[src/rtl/mem_access_pkg.sv]
// mem_access_pkg: shared definitions for the data-memory initiator.
//   - request size encodings
//   - controller state enum
//   - bit position of the word index within a byte address
package mem_access_pkg;

    localparam logic [1:0] SZ_BYTE = 2'b00;
    localparam logic [1:0] SZ_HALF = 2'b01;
    localparam logic [1:0] SZ_WORD = 2'b10;

    localparam int WORD_LSB = 2;

    typedef enum logic [2:0] {
        ST_IDLE,
        ST_RD,
        ST_RMW_RD,
        ST_WR,
        ST_RESP
    } state_e;

endpackage

[src/rtl/mem_access_master_if.sv]
// mem_access_master_if: request/response handshake plus word-only memory bus.
//   master modport: the initiator (mem_access_master)
//   slave  modport: the core pipeline / memory side
//   req_*  : load/store request from execute stage
//   rsp_*  : response back to the core
//   Adr/MWD/MWR/MOE/MRD : data-memory port (word index, write data,
//                         write strobe, output enable, read data)
interface mem_access_master_if #(
    parameter int ADDR_W = 32
);
    logic              req_valid;
    logic              req_ready;
    logic              req_we;
    logic [1:0]        req_size;
    logic              req_unsigned;
    logic [ADDR_W-1:0] req_addr;
    logic [31:0]       req_wdata;

    logic              rsp_valid;
    logic              rsp_ready;
    logic [31:0]       rsp_rdata;
    logic              rsp_err;

    logic [ADDR_W-1:0] Adr;
    logic [31:0]       MWD;
    logic              MWR;
    logic              MOE;
    logic [31:0]       MRD;

    modport master (
        input  req_valid, req_we, req_size, req_unsigned, req_addr, req_wdata,
        input  rsp_ready, MRD,
        output req_ready, rsp_valid, rsp_rdata, rsp_err,
        output Adr, MWD, MWR, MOE
    );

    modport slave (
        output req_valid, req_we, req_size, req_unsigned, req_addr, req_wdata,
        output rsp_ready, MRD,
        input  req_ready, rsp_valid, rsp_rdata, rsp_err,
        input  Adr, MWD, MWR, MOE
    );
endinterface

[src/rtl/mem_lane_align.sv]
// mem_lane_align: combinational byte-lane handling for sub-word accesses.
//   addr_lo     : byte offset within the word
//   size        : SZ_BYTE / SZ_HALF / SZ_WORD
//   is_unsigned : zero-extend loads when 1, sign-extend when 0
//   rdata       : word read from memory
//   wdata       : right-aligned store data
//   load_data   : extracted and extended load result
//   merge_data  : rdata with the store lanes replaced by wdata
import mem_access_pkg::*;

module mem_lane_align (
    input  logic [1:0]  addr_lo,
    input  logic [1:0]  size,
    input  logic        is_unsigned,
    input  logic [31:0] rdata,
    input  logic [31:0] wdata,
    output logic [31:0] load_data,
    output logic [31:0] merge_data
);
    logic [7:0]  byte_sel;
    logic [15:0] half_sel;

    always_comb begin
        byte_sel   = rdata[{addr_lo, 3'b000} +: 8];
        half_sel   = rdata[{addr_lo[1], 4'b0000} +: 16];
        load_data  = rdata;
        merge_data = wdata;
        case (size)
            SZ_BYTE: begin
                load_data  = {{24{~is_unsigned & byte_sel[7]}}, byte_sel};
                merge_data = rdata;
                merge_data[{addr_lo, 3'b000} +: 8] = wdata[7:0];
            end
            SZ_HALF: begin
                load_data  = {{16{~is_unsigned & half_sel[15]}}, half_sel};
                merge_data = rdata;
                merge_data[{addr_lo[1], 4'b0000} +: 16] = wdata[15:0];
            end
            default: begin
                load_data  = rdata;
                merge_data = wdata;
            end
        endcase
    end
endmodule

[src/rtl/mem_access_master.sv]
// mem_access_master: initiator side of the data-memory port.
//   clk, rst_n : clock, asynchronous active-low reset
//   bus        : mem_access_master_if.master (request, response, memory bus)
//   Optional MEM_ACCESS_PERF_EN adds load_cnt/store_cnt/err_cnt outputs
//   counting response handshakes.
// One request in flight; byte/half stores are done as read-modify-write.
import mem_access_pkg::*;

module mem_access_master #(
    parameter int MEM_WORDS = 64,
    parameter int ADDR_W    = 32
) (
    input  logic                clk,
    input  logic                rst_n,
    mem_access_master_if.master bus
`ifdef MEM_ACCESS_PERF_EN
    ,
    output logic [15:0]         load_cnt,
    output logic [15:0]         store_cnt,
    output logic [7:0]          err_cnt
`endif
);
    localparam logic [ADDR_W-1:0] MEM_WORDS_L = ADDR_W'(MEM_WORDS);

    state_e            state_q, state_d;
    logic              req_ready_q, req_ready_d;
    logic              rsp_valid_q, rsp_valid_d;
    logic [31:0]       rsp_rdata_q, rsp_rdata_d;
    logic              rsp_err_q, rsp_err_d;
    logic [ADDR_W-1:0] adr_q, adr_d;
    logic [31:0]       mwd_q, mwd_d;
    logic              mwr_q, mwr_d;
    logic              moe_q, moe_d;
    logic [1:0]        addr_lo_q, addr_lo_d;
    logic [1:0]        size_q, size_d;
    logic              unsigned_q, unsigned_d;
    logic [31:0]       wdata_q, wdata_d;

    logic [ADDR_W-1:0] word_idx;
    logic              req_err;
    logic              accept;
    logic [31:0]       load_data;
    logic [31:0]       merge_data;

    assign word_idx = {2'b00, bus.req_addr[ADDR_W-1:WORD_LSB]};
    assign accept   = bus.req_valid && req_ready_q;

    always_comb begin
        req_err = (word_idx >= MEM_WORDS_L);
        case (bus.req_size)
            SZ_BYTE: ;
            SZ_HALF: if (bus.req_addr[0])            req_err = 1'b1;
            SZ_WORD: if (bus.req_addr[1:0] != 2'b00) req_err = 1'b1;
            default: req_err = 1'b1;
        endcase
    end

    mem_lane_align u_align (
        .addr_lo     (addr_lo_q),
        .size        (size_q),
        .is_unsigned (unsigned_q),
        .rdata       (bus.MRD),
        .wdata       (wdata_q),
        .load_data   (load_data),
        .merge_data  (merge_data)
    );

    always_comb begin
        state_d     = state_q;
        req_ready_d = req_ready_q;
        rsp_valid_d = rsp_valid_q;
        rsp_rdata_d = rsp_rdata_q;
        rsp_err_d   = rsp_err_q;
        adr_d       = adr_q;
        mwd_d       = mwd_q;
        mwr_d       = mwr_q;
        moe_d       = moe_q;
        addr_lo_d   = addr_lo_q;
        size_d      = size_q;
        unsigned_d  = unsigned_q;
        wdata_d     = wdata_q;
        case (state_q)
            ST_IDLE: begin
                if (accept) begin
                    req_ready_d = 1'b0;
                    addr_lo_d   = bus.req_addr[1:0];
                    size_d      = bus.req_size;
                    unsigned_d  = bus.req_unsigned;
                    wdata_d     = bus.req_wdata;
                    rsp_rdata_d = '0;
                    rsp_err_d   = req_err;
                    if (req_err) begin
                        // Rejected requests leave the memory bus untouched.
                        rsp_valid_d = 1'b1;
                        state_d     = ST_RESP;
                    end else begin
                        adr_d = word_idx;
                        if (!bus.req_we) begin
                            moe_d   = 1'b1;
                            state_d = ST_RD;
                        end else if (bus.req_size == SZ_WORD) begin
                            mwd_d   = bus.req_wdata;
                            mwr_d   = 1'b1;
                            state_d = ST_WR;
                        end else begin
                            moe_d   = 1'b1;
                            state_d = ST_RMW_RD;
                        end
                    end
                end
            end
            ST_RD: begin
                moe_d       = 1'b0;
                rsp_rdata_d = load_data;
                rsp_valid_d = 1'b1;
                state_d     = ST_RESP;
            end
            ST_RMW_RD: begin
                moe_d   = 1'b0;
                mwd_d   = merge_data;
                mwr_d   = 1'b1;
                state_d = ST_WR;
            end
            ST_WR: begin
                mwr_d       = 1'b0;
                rsp_valid_d = 1'b1;
                state_d     = ST_RESP;
            end
            ST_RESP: begin
                if (bus.rsp_ready) begin
                    rsp_valid_d = 1'b0;
                    req_ready_d = 1'b1;
                    state_d     = ST_IDLE;
                end
            end
            default: state_d = ST_IDLE;
        endcase
    end

    always_ff @(posedge clk or negedge rst_n) begin
        if (!rst_n) begin
            state_q     <= ST_IDLE;
            req_ready_q <= 1'b1;
            rsp_valid_q <= 1'b0;
            rsp_rdata_q <= '0;
            rsp_err_q   <= 1'b0;
            adr_q       <= '0;
            mwd_q       <= '0;
            mwr_q       <= 1'b0;
            moe_q       <= 1'b0;
            addr_lo_q   <= '0;
            size_q      <= '0;
            unsigned_q  <= 1'b0;
            wdata_q     <= '0;
        end else begin
            state_q     <= state_d;
            req_ready_q <= req_ready_d;
            rsp_valid_q <= rsp_valid_d;
            rsp_rdata_q <= rsp_rdata_d;
            rsp_err_q   <= rsp_err_d;
            adr_q       <= adr_d;
            mwd_q       <= mwd_d;
            mwr_q       <= mwr_d;
            moe_q       <= moe_d;
            addr_lo_q   <= addr_lo_d;
            size_q      <= size_d;
            unsigned_q  <= unsigned_d;
            wdata_q     <= wdata_d;
        end
    end

    assign bus.req_ready = req_ready_q;
    assign bus.rsp_valid = rsp_valid_q;
    assign bus.rsp_rdata = rsp_rdata_q;
    assign bus.rsp_err   = rsp_err_q;
    assign bus.Adr       = adr_q;
    assign bus.MWD       = mwd_q;
    assign bus.MWR       = mwr_q;
    assign bus.MOE       = moe_q;

`ifdef MEM_ACCESS_PERF_EN
    logic        we_q, we_d;
    logic [15:0] load_cnt_q, load_cnt_d;
    logic [15:0] store_cnt_q, store_cnt_d;
    logic [7:0]  err_cnt_q, err_cnt_d;

    always_comb begin
        we_d        = (state_q == ST_IDLE && accept) ? bus.req_we : we_q;
        load_cnt_d  = load_cnt_q;
        store_cnt_d = store_cnt_q;
        err_cnt_d   = err_cnt_q;
        if (state_q == ST_RESP && bus.rsp_ready) begin
            if (rsp_err_q)  err_cnt_d   = err_cnt_q + 8'd1;
            else if (we_q)  store_cnt_d = store_cnt_q + 16'd1;
            else            load_cnt_d  = load_cnt_q + 16'd1;
        end
    end

    always_ff @(posedge clk or negedge rst_n) begin
        if (!rst_n) begin
            we_q        <= 1'b0;
            load_cnt_q  <= '0;
            store_cnt_q <= '0;
            err_cnt_q   <= '0;
        end else begin
            we_q        <= we_d;
            load_cnt_q  <= load_cnt_d;
            store_cnt_q <= store_cnt_d;
            err_cnt_q   <= err_cnt_d;
        end
    end

    assign load_cnt  = load_cnt_q;
    assign store_cnt = store_cnt_q;
    assign err_cnt   = err_cnt_q;
`endif
endmodule
[src/flat_wrapper.sv]
// flat-port wrapper written by rule: the top's interface ports become plain ports
module mem_access_master_flat 
#(
    parameter int MEM_WORDS = 64,
    parameter int ADDR_W    = 32
)
  (clk, rst_n, bus_req_valid, bus_req_we, bus_req_size, bus_req_unsigned, bus_req_addr, bus_req_wdata, bus_rsp_ready, bus_MRD, bus_req_ready, bus_rsp_valid, bus_rsp_rdata, bus_rsp_err, bus_Adr, bus_MWD, bus_MWR, bus_MOE);
  mem_access_master_if #(.ADDR_W(ADDR_W)) bus_i ();
  input  logic clk;
  input  logic rst_n;
  input wire logic [$bits(bus_i.req_valid)-1:0] bus_req_valid;
  input wire logic [$bits(bus_i.req_we)-1:0] bus_req_we;
  input wire logic [$bits(bus_i.req_size)-1:0] bus_req_size;
  input wire logic [$bits(bus_i.req_unsigned)-1:0] bus_req_unsigned;
  input wire logic [$bits(bus_i.req_addr)-1:0] bus_req_addr;
  input wire logic [$bits(bus_i.req_wdata)-1:0] bus_req_wdata;
  input wire logic [$bits(bus_i.rsp_ready)-1:0] bus_rsp_ready;
  input wire logic [$bits(bus_i.MRD)-1:0] bus_MRD;
  output wire logic [$bits(bus_i.req_ready)-1:0] bus_req_ready;
  output wire logic [$bits(bus_i.rsp_valid)-1:0] bus_rsp_valid;
  output wire logic [$bits(bus_i.rsp_rdata)-1:0] bus_rsp_rdata;
  output wire logic [$bits(bus_i.rsp_err)-1:0] bus_rsp_err;
  output wire logic [$bits(bus_i.Adr)-1:0] bus_Adr;
  output wire logic [$bits(bus_i.MWD)-1:0] bus_MWD;
  output wire logic [$bits(bus_i.MWR)-1:0] bus_MWR;
  output wire logic [$bits(bus_i.MOE)-1:0] bus_MOE;
  assign bus_i.req_valid = bus_req_valid;
  assign bus_i.req_we = bus_req_we;
  assign bus_i.req_size = bus_req_size;
  assign bus_i.req_unsigned = bus_req_unsigned;
  assign bus_i.req_addr = bus_req_addr;
  assign bus_i.req_wdata = bus_req_wdata;
  assign bus_i.rsp_ready = bus_rsp_ready;
  assign bus_i.MRD = bus_MRD;
  assign bus_req_ready = bus_i.req_ready;
  assign bus_rsp_valid = bus_i.rsp_valid;
  assign bus_rsp_rdata = bus_i.rsp_rdata;
  assign bus_rsp_err = bus_i.rsp_err;
  assign bus_Adr = bus_i.Adr;
  assign bus_MWD = bus_i.MWD;
  assign bus_MWR = bus_i.MWR;
  assign bus_MOE = bus_i.MOE;
  mem_access_master #(.MEM_WORDS(MEM_WORDS), .ADDR_W(ADDR_W)) u_core (.clk(clk), .rst_n(rst_n), .bus(bus_i));
endmodule
[config.mk]
export PLATFORM = sky130hd
export DESIGN_NAME = mem_access_master_flat
export DESIGN_NICKNAME = d
export VERILOG_FILES = /design/src/rtl/mem_access_pkg.sv /design/src/rtl/mem_access_master_if.sv /design/src/rtl/mem_lane_align.sv /design/src/rtl/mem_access_master.sv /design/src/flat_wrapper.sv
export SDC_FILE = /design/constraint.sdc
export NUM_CORES = 1
export LEC_CHECK = 0
export ABC_AREA = 1
export CAP_MARGIN = 20
export CORE_MARGIN = 5
export CORE_UTILIZATION = 50
export CTS_CLUSTER_DIAMETER = 80
export CTS_CLUSTER_SIZE = 14
export DETAILED_ROUTE_END_ITERATION = 12
export PLACE_DENSITY = 0.89
export SYNTH_ARGS = -nofsm -noshare
export SYNTH_HDL_FRONTEND = slang
export SYNTH_SLANG_ARGS = --single-unit
[constraint.sdc]
create_clock -name clk -period 2.8 [get_ports clk]
set_input_delay 0.56 -clock clk [delete_from_list [all_inputs] [get_ports clk]]
set_output_delay 0.56 -clock clk [all_outputs]
set_load 0.01 [all_outputs]
==> results of run 1 <==
-- worst max-delay path, stage by stage (launching register included) --
cell,delay [ps]
dfrtp_1,360
inv_2,120
ha_1,470
inv_1,230
nor2_1,520
nand2_1,120
a21oi_1,150
nor2_1,110
a21oi_1,120
nand3_1,90
nand2_1,80
-- logic make-up (layout without fill, tap and decap cells) --
group | count (synthesis) | in the layout | share of synthesized area, %
and+or+nand+nor | 523 | 523 | 28.02
buffers and inverters | 157 | 351 | 8.398
adders and majority gates | 8 | 8 | 1.265
other | 1 | 2 | 0.04740
AOI/OAI and AO/OA | 257 | 257 | 18.28
DFF | 139 | 139 | 43.98
-- layout by cell type, fill, tap and decap left out, drive strengths merged --
cell / count
a21boi: 8
a21o: 1
a21oi: 70
a22o: 5
buf: 27
bufinv: 4
clkbuf: 19
clkdlybuf4s50: 201
clkinv: 3
clkinvlp: 4
conb: 2
dfrtp: 138
dfstp: 1
ha: 8
inv: 93
nand2: 337
nand3: 72
nand4: 4
nor2: 83
nor3: 3
nor4: 7
o211ai: 19
o21a: 8
o21ai: 138
o21bai: 1
o221ai: 7
or2: 17
-- synthesized netlist by cell type (all sizes together) --
cell type	instances	area [um^2]
buf	36	209.0
nand4	4	25.02
a22o	5	43.79
inv	91	341.6
o211ai	19	142.6
nor4	7	43.79
a21boi	8	60.06
a21oi	70	372.9
o221ai	7	61.31
nand2	337	1275
o21bai	1	7.510
dfrtp	138	3453
nand3	72	377.9
nor3	3	26.28
nor2	83	362.8
a21o	1	7.510
conb	1	3.750
or2	17	106.4
o21ai	138	690.7
ha	8	100.1
clkbuf	30	113.9
o21a	8	60.06
dfstp	1	26.28
-- area by class of cell --
type / count / area, um^2 / share of cell area [%]
clock buffer: 19 / 442.9 / 4.120
clock inverter: 13 / 190.2 / 1.769
inverter: 91 / 341.6 / 3.177
multi-input combinational: 790 / 3771 / 35.07
sequential: 139 / 3480 / 32.36
tap: 216 / 270.3 / 2.514
timing repair buffer: 228 / 2256 / 20.98
-- flip-flops by register name (all words and copies together), names as in the netlist --
name	flops
u_core.addr_lo_q	2
u_core.bus.Adr	30
u_core.bus.MOE	1
u_core.bus.MWD	32
u_core.bus.MWR	1
u_core.bus.req_ready	1
u_core.bus.rsp_err	1
u_core.bus.rsp_rdata	32
u_core.bus.rsp_valid	1
u_core.size_q	2
u_core.state_q	3
u_core.unsigned_q	1
u_core.wdata_q	32
-- stage by stage --
step | cells | instance area [um^2] | setup slack, ps | power, mW
after floorplan | 1086 | 7915 | 710.4 | 6.372
after global placement | 1464 | 10120 | 135.2 | 8.604
after detailed placement | 1464 | 10120 | 45.75 | 8.738
after CTS | 1496 | 10750 | 432.6 | 11.23
after global routing | 1496 | 10750 | 203.3 | 11.98
final | 1496 | 10750 | 372.3 | 11.26
-- where the power goes --
group,total (mW),leakage (nW),internal [mW],switching (mW)
registers,3.47,1.78,2.90,0.570
logic,5.36,3.02,2.22,3.13
clock network,2.43,0.296,1.52,0.910
total,11.3,5.09,6.64,4.61
-- how the worst min path moves through the flow --
stage,to,slack (ps),cells after the start
5_1_grt,u_core.bus.Adr[8],160,1
3_5_place_dp,u_core.bus.rsp_rdata[10],460,2
3_3_place_gp,u_core.bus.rsp_rdata[20],460,2
4_1_cts,u_core.bus.Adr[8],130,1
6_report,u_core.bus.Adr[9],110,1
2_1_floorplan,u_core.addr_lo_q[0],260,0
-- metal layers --
metal	GRT usage [%]	vias to the layer above	routed length [um]	part of all wire, %
met1	39.90	3855	10900	41
met3	6.204	85	2426	9.1
met5	0	-	0	0
met2	45.88	474	12330	46
li1	-	3894	-	-
met4	11.98	0	982	3.7
==> flow_summary.toml, run 1 <==
[outcome]
outcome = "complete, no violations"

[sta]
post-route-period-util_pct = 86.70
tightest_slew_ps = 704.7
holdWs_ps = 107.9
fin_worst_skew_ps = 9.511
finalHoldViolations = 0
slew_headroom_pct = 52.90
fmax_ghz = 0.4119
rsz0062_at_grt = "no"
fin_setup_tns_ps = 0
setup_violations = 0
slew_violations = 0
min_period_ps = 2428

[global_route]
grt.total_usage_pct = 29.33
antenna_found_initial = 0
grt_max_degree = 65
overflow = 0
grt_pass1_wl_um = 42320
first_global_vias = 8093

[yosys]
postSynthAreaPerCell_um2 = 7.292
synthesis.area_mm2 = 0.007911
synth_seq_area_share_pct = 43.98
synthCells = 1085
ys_warn_count = 0
synth-seq-cells = 139
ys_types = 41

[clock_network]
clkTransAtPathRegs_ps = 60
cts_tree = "built"
numCtsBuffers = 17
htree_levels = 4
clock_sinks = 139
postCtsSetupBuffers = 0
cts_root_buffer = "clkbuf_16"
ctsResizeCount = 0
holdBufCountCts = 0
clk_path_buf_depth = 2
clock_latency_ps = 430

[floorplan]
rows = 46
fp.dieH_um = 135.8
die-area_mm2 = 0.01844
core_mm2 = 0.01571
die_w_um = 135.8
num_io_pins = 205
start_util_pct = 50.35

[worst_setup_path]
startpoint = "u_core.addr_lo_q[1]"
cp-end-kind = "register"
start_kind = "register"
r2r-end = "u_core.bus.MWD[21]"
crit_fanout = 11
arrival_ps = 2800
r2r_setup_slack_ps = 370
crit_path_end = "u_core.bus.MWD[21]"
r2r_start = "u_core.addr_lo_q[1]"
required_ps = 3170
crit_type = "register to register"
ff2ff_path_depth = 10

[placement]
globalplace.congestion = 0.9657
hpwl_um = 19180
io_buffers = 202

[power]
power_density_mw_per_mm2 = 1047
ir_worst_vdd_uv = 561.8
leakage_nw = 5.092

[finish]
layout-drive-gt1-share_pct = 7.578
utilization_pct = 68.43
syn_to_final_growth_pct = 35.90
fillCellCount = 1270
num-nets-final = 1379
antenna_cells = 0

[job]
cap_violations = 0

[detailed_routing]
wirelength_um = 26640
drtAntennaViolNets = 0
drtIter0Drc = 1095
avgViaCountPerCell = 5.553
drc = 0
drt_pass1_iterations = 6
vias = 8308
wl_per_cell_um = 17.81

[worst_hold_path]
min_path_type = "input pin to asynchronous set/reset pin"
Power figures use the tool's default switching activity.
==> run 2, diff against run 1 <==
--- a/config.mk
+++ b/config.mk
@@ -6,7 +6,6 @@
 export NUM_CORES = 1
 export LEC_CHECK = 0
 export ABC_AREA = 1
-export CAP_MARGIN = 20
 export CORE_MARGIN = 5
 export CORE_UTILIZATION = 50
 export CTS_CLUSTER_DIAMETER = 80
==> constraint.sdc (replaced) <==
create_clock -name clk -period 2.3 [get_ports clk]
set_input_delay 0.46 -clock clk [delete_from_list [all_inputs] [get_ports clk]]
set_output_delay 0.46 -clock clk [all_outputs]
set_load 0.01 [all_outputs]
==> flow_summary.toml, run 2 (synthesis results as in run 1) <==
[sta]
slew_violations = 0
fin_worst_skew_ps = 7.005
tightest_slew_ps = 627.3
finalHoldViolations = 0
slew_headroom_pct = 57.86
post-route-period-util_pct = 92.44
holdWs_ps = 4.484
min_period_ps = 2126
fmax_ghz = 0.4704
rsz0062_at_grt = "no"
setup_violations = 0

[floorplan]
num_io_pins = 205
rows = 46
die-area_mm2 = 0.01844
die_w_um = 135.8
start_util_pct = 50.35
core_mm2 = 0.01571
fp.dieH_um = 135.8

[global_route]
grt.total_usage_pct = 29.53
first_global_vias = 8189
antenna_found_initial = 0
grt_max_degree = 65
grt_pass1_wl_um = 42810
overflow = 0

[power]
clkPwrFrac_pct = 20.5
power_density_mw_per_mm2 = 1261
power.total_mw = 13.71
internal_power_mw = 8.074
ir_worst_vdd_uv = 675.8
swShare_pct = 41.10
combPwrFrac_pct = 49.0
leakage_nw = 5.157
seq_power_share_pct = 30.5
p_switching_mw = 5.634

[clock_network]
htree_levels = 4
clkTransAtPathRegs_ps = 60
clock_sinks = 139
postCtsSetupBuffers = 0
cts_tree = "built"
numCtsBuffers = 17
holdBufCountCts = 0
clock_latency_ps = 430
clk_path_buf_depth = 2
cts_root_buffer = "clkbuf_16"
ctsResizeCount = 0

[finish]
utilization_pct = 69.18
antenna_cells = 0
final_cell_mix = "nand2_1 (335), clkdlybuf4s50_1 (201), dfrtp_1 (138)"
final_common_cell = "nand2_1"
layout-drive-gt1-share_pct = 8.649
syn_to_final_growth_pct = 37.40
fillCellCount = 1260
num-nets-final = 1394

[worst_setup_path]
cp-end-kind = "register"
path_cells = "inv_1 > ha_1 > inv_1 > nand4_1 > nand2_1 > nand2_1 > nor2_1 > nor2_1 > nor2_1 > nand3_1 > nand2_1"
worst_path_largest_cell_delay_ps = 400
start_kind = "register"
r2r_start = "u_core.addr_lo_q[0]"
crit_fanout = 10
required_ps = 2670
cpMaxStageDelayCell = "ha_1"
ff2ff_path_depth = 11
arrival_ps = 2500
r2r_setup_slack_ps = 170
crit_type = "register to register"
r2r-end = "u_core.bus.MWD[1]"

[detailed_routing]
wirelength_um = 26710
drtIter0Drc = 1127
avgViaCountPerCell = 5.552
drtAntennaViolNets = 0
wl_per_cell_um = 17.68
drc = 0
vias = 8389
drt_pass1_iterations = 5

[worst_hold_path]
min_path_type = "input pin to asynchronous set/reset pin"

[job]
cap_violations = 0

[outcome]
outcome = "complete, no violations"

[placement]
io_buffers = 202
hpwl_um = 19750
globalplace.congestion = 0.9967
## run 2: cell types whose count changed in the layout (fill, tap and decap cells not counted)
cell / previous run / this run
bufinv_16: 4 / 3
clkbuf_8: 1 / 0
buf_4: 23 / 35
clkinvlp_4: 4 / 5
buf_12: 3 / 6
clkinv_4: 2 / 3
inv_6: 2 / 1
clkinv_2: 1 / 2
## run 2: per-layer routing
metal	global-route usage, %	up-vias	wire [um]
met5	0	-	0
met3	5.423	90	2411
met1	40.01	3932	10750
met2	46.79	439	12570
met4	12.43	0	971
li1	-	3928	-
## run 2: worst max-delay path, delay by kind of cell, from the launching register on
kind | cells | cell delay, ps
flip-flops | 1 | 370
buffers and inverters | 2 | 360
AND/OR/NAND/NOR | 8 | 930
adder cells (fa/ha/maj) | 1 | 400
## run 2: how the worst max path moves through the flow
stage | from | endpoint | slack [ps]
after floorplan | u_core.addr_lo_q[0] | u_core.bus.MWD[23] | 210
after global placement | bus_req_size[0] | u_core.bus.MWD[4] | -120
after detailed placement | bus_req_size[0] | u_core.bus.MWD[26] | -190
after CTS | u_core.addr_lo_q[0] | u_core.bus.MWD[1] | 200
after global routing | u_core.addr_lo_q[0] | u_core.bus.MWD[1] | 10
final | u_core.addr_lo_q[0] | u_core.bus.MWD[1] | 170
## run 2: power groups by stage
stage	Sequential [mW]	Combinational (mW)	Clock [mW]
final	4.18	6.72	2.81
after global routing	4.31	7.38	2.94
after CTS	4.17	6.68	2.83
after detailed placement	4.17	6.62	0
after global placement	4.15	6.45	0
after floorplan	4.45	3.31	0
## run 2: layout make-up
| class | count | area, um^2 | area share (%) |
|---|---|---|---|
| multi-input cells | 790 | 3771 | 34.69 |
| repair buffers | 243 | 2406 | 22.13 |
| clock inverters | 14 | 172.7 | 1.588 |
| flip-flops and latches | 139 | 3480 | 32.01 |
| well taps | 216 | 270.3 | 2.486 |
| clock buffers | 18 | 429.2 | 3.948 |
| inverters | 91 | 341.6 | 3.142 |
## run 2: stage by stage
step           area (um^2)  TNS (ps)  worst slack (ps)  std cells
2_1_floorplan         7915         0             210.4       1086
3_3_place_gp         10270     -4678            -124.0       1479
3_5_place_dp         10270     -7760            -188.7       1479
4_1_cts              10870         0             196.1       1511
5_1_grt              10870         0             14.16       1511
6_report             10870         0             174.0       1511
==> run 3, diff against run 2 <==
--- a/config.mk
+++ b/config.mk
@@ -11,7 +11,8 @@
 export CTS_CLUSTER_DIAMETER = 80
 export CTS_CLUSTER_SIZE = 14
 export DETAILED_ROUTE_END_ITERATION = 12
-export PLACE_DENSITY = 0.89
+export PLACE_DENSITY = 0.88
 export SYNTH_ARGS = -nofsm -noshare
 export SYNTH_HDL_FRONTEND = slang
+export SYNTH_HIERARCHICAL = 1
 export SYNTH_SLANG_ARGS = --single-unit
==> flow_summary.toml, run 3 <==
[clock_network]
clock_sinks = 139
cts_tree = "built"
cts_root_buffer = "clkbuf_16"
clock_latency_ps = 430
htree_levels = 4
postCtsSetupBuffers = 0
clkTransAtPathRegs_ps = 60
clk_path_buf_depth = 2
numCtsBuffers = 17

[placement]
io_buffers = 202
globalplace.congestion = 1.022
placed_cells = 1545
hpwl_um = 19770

[sta]
holdWs_ps = -13.32
slew_headroom_pct = 65.64
slew_violations = 0
post-route-period-util_pct = 91.93
fmax_ghz = 0.4730
finalHoldViolations = 13
min_period_ps = 2114
tightest_slew_ps = 515.5
fin_worst_skew_ps = 6.041
setup_violations = 0

[worst_setup_path]
r2r_setup_slack_ps = 250
cp_num_cells = 11
cp_num_buf_inv = 3
crit_path_frequent_cell = "nand2_1"
worst_path_largest_cell_delay_ps = 500
cpMaxStageDelayCell = "clkdlybuf4s50_1"
crit_family = "simple AND/OR/NAND/NOR gates"
r2r-end = "u_core/bus.MWD[0]"
arrival_ps = 2420
path_cells = "clkdlybuf4s50_1 > inv_1 > ha_1 > or2_2 > nand2_1 > nand3_1 > nand2_2 > nand2_2 > buf_12 > nand2_1 > nand2_1"
required_ps = 2610
r2r_start = "u_core/addr_lo_q[1]"
ff2ff_path_depth = 11
cp-end-kind = "register"
crit_path_end = "u_core/bus.MWD[14]"
crit_type = "input pin to register"
startpoint = "bus_req_size[0]"
crit_fanout = 32
start_kind = "input pin"

[finish]
final_common_cell = "nand2_1"
syn_to_final_growth_pct = 36.09
antenna_cells = 0
fillCellCount = 1306
layout-drive-gt1-share_pct = 7.500
final_cell_mix = "nand2_1 (466), clkdlybuf4s50_1 (201), nand3_1 (138), dfrtp_1 (138), o21ai_0 (128)"
utilization_pct = 69.00
fin_cells = 1576
num-nets-final = 1460

[yosys]
yosysTopAreaCellShare_pct = 43.03
synth.area.top_cells = "dfrtp_1 (43%), nand2_1 (22%), nand3_1 (8.6%)"
synthCells = 1155
synth.most_common_cell = "nand2_1"
synth_seq_area_share_pct = 43.36
ys_types = 37
synth-seq-cells = 139
synthesis.area_mm2 = 0.008025
ys_warn_count = 6
ys.flop_type = "dfrtp_1"
synth_common_cells = "nand2_1 (466), dfrtp_1 (138), nand3_1 (138), o21ai_0 (128), inv_1 (85)"
synth_edf_count = 0
postSynthAreaPerCell_um2 = 6.948
yosysTopAreaCell = "dfrtp_1"
synthArstFlopShare_pct = 100.0

[floorplan]
start_util_pct = 50.70
die-area_mm2 = 0.01868
fp.dieH_um = 136.7
rows = 46
num_io_pins = 205
die_w_um = 136.7
core_mm2 = 0.01583

[power]
seq_power_share_pct = 30.9
leakage_nw = 5.418
power_density_mw_per_mm2 = 1293
swShare_pct = 41.64
internal_power_mw = 8.243
ir_worst_vdd_uv = 759.1
p_switching_mw = 5.880
combPwrFrac_pct = 50.1
clkPwrFrac_pct = 19.0

[detailed_routing]
drtIter0Drc = 886
drtAntennaViolNets = 0
wirelength_um = 26530
vias = 8419
drc = 0
avgViaCountPerCell = 5.342
wl_per_cell_um = 16.84
drt_pass1_iterations = 6

[global_route]
antenna_found_initial = 1
grt.total_usage_pct = 28.74
grt_pass1_wl_um = 42130
overflow = 0
first_global_vias = 7962
grt_max_degree = 77

[worst_hold_path]
min_path_type = "input pin to asynchronous set/reset pin"

[job]
cap_violations = 0

[outcome]
failed_checks = "negative hold slack"
outcome = "complete, but fails checks"
==> run 3: changes by cell type in the layout (fill, tap and decap cells not counted), sizes merged, moves of 7 or more <==
cell | previous run | this run
nand3 | 72 | 139
nor4 | 7 | 0
or2 | 17 | 4
a21boi | 8 | 0
nor2 | 83 | 56
a21oi | 70 | 12
o221ai | 7 | 0
o211ai | 19 | 6
o21a | 8 | 1
nand2 | 337 | 473
o22ai | 0 | 9
==> run 3: per-layer routing <==
layer	vias up	track usage, %	part of all wire [%]
met5	-	0	0.026
met4	2	8.007	2.1
met3	44	5.772	8.5
met2	396	46.41	47
met1	3913	39.49	42
li1	4064	-	-
==> run 3: worst min path at each step <==
stage                     endpoint  startpoint  depth (start not counted)
2_1_floorplan  u_core/addr_lo_q[0]       rst_n                          0
3_3_place_gp    u_core/bus.MWD[11]       rst_n                          1
3_5_place_dp     u_core/bus.MWD[1]       rst_n                          1
4_1_cts          u_core/bus.MWD[1]       rst_n                          1
5_1_grt          u_core/bus.MWD[1]       rst_n                          1
6_report         u_core/bus.MWD[1]       rst_n                          1
==> run 3: layout make-up <==
type | count | area [um^2] | area share (%)
Multi-Input combinational cell | 860 | 3852 | 35.27
Sequential cell | 139 | 3480 | 31.86
Timing Repair Buffer | 239 | 2389 | 21.87
Clock buffer | 22 | 494.2 | 4.525
Inverter | 91 | 349.1 | 3.196
Tap cell | 216 | 270.3 | 2.475
Clock inverter | 9 | 87.58 | 0.8019
==> run 3: logic make-up (layout without fill, tap and decap cells) <==
kind of cell | count (synthesis) | after routing | synth area share (%)
flops | 139 | 139 | 43.36
buf+inv | 157 | 361 | 8.684
other cells | 1 | 2 | 0.04673
fa+ha+maj | 8 | 8 | 1.247
simple gates | 678 | 678 | 35.20
compound gates | 172 | 172 | 11.46
==> run 3: power by group through the flow <==
stage               combinational [mW]  clock [mW]  sequential (mW)
floorplan                         3.56           0             4.62
global placement                  6.78           0             4.35
finish                            7.07        2.69             4.36
detailed placement                6.99           0             4.36
CTS                               7.02        2.72             4.35
global route                      7.77        2.84             4.51
==> run 3: repair_timing <==
action | 4_1_cts | 5_1_grt
setup endpoints to repair | 0 | 1
resized for setup | 0 | 1
hold buffers | 0 | 0
==> run 3: through the flow <==
stage               power, mW  TNS, ps  instance area, um^2  setup slack, ps
global placement        11.13    -5492                10340           -98.48
finish                  14.12        0                10920            185.7
detailed placement      11.35   -11460                10340           -211.9
global route            15.12   -5.779                10920           -5.779
CTS                     14.08        0                10920            218.7
floorplan               8.181        0                 8029            305.7
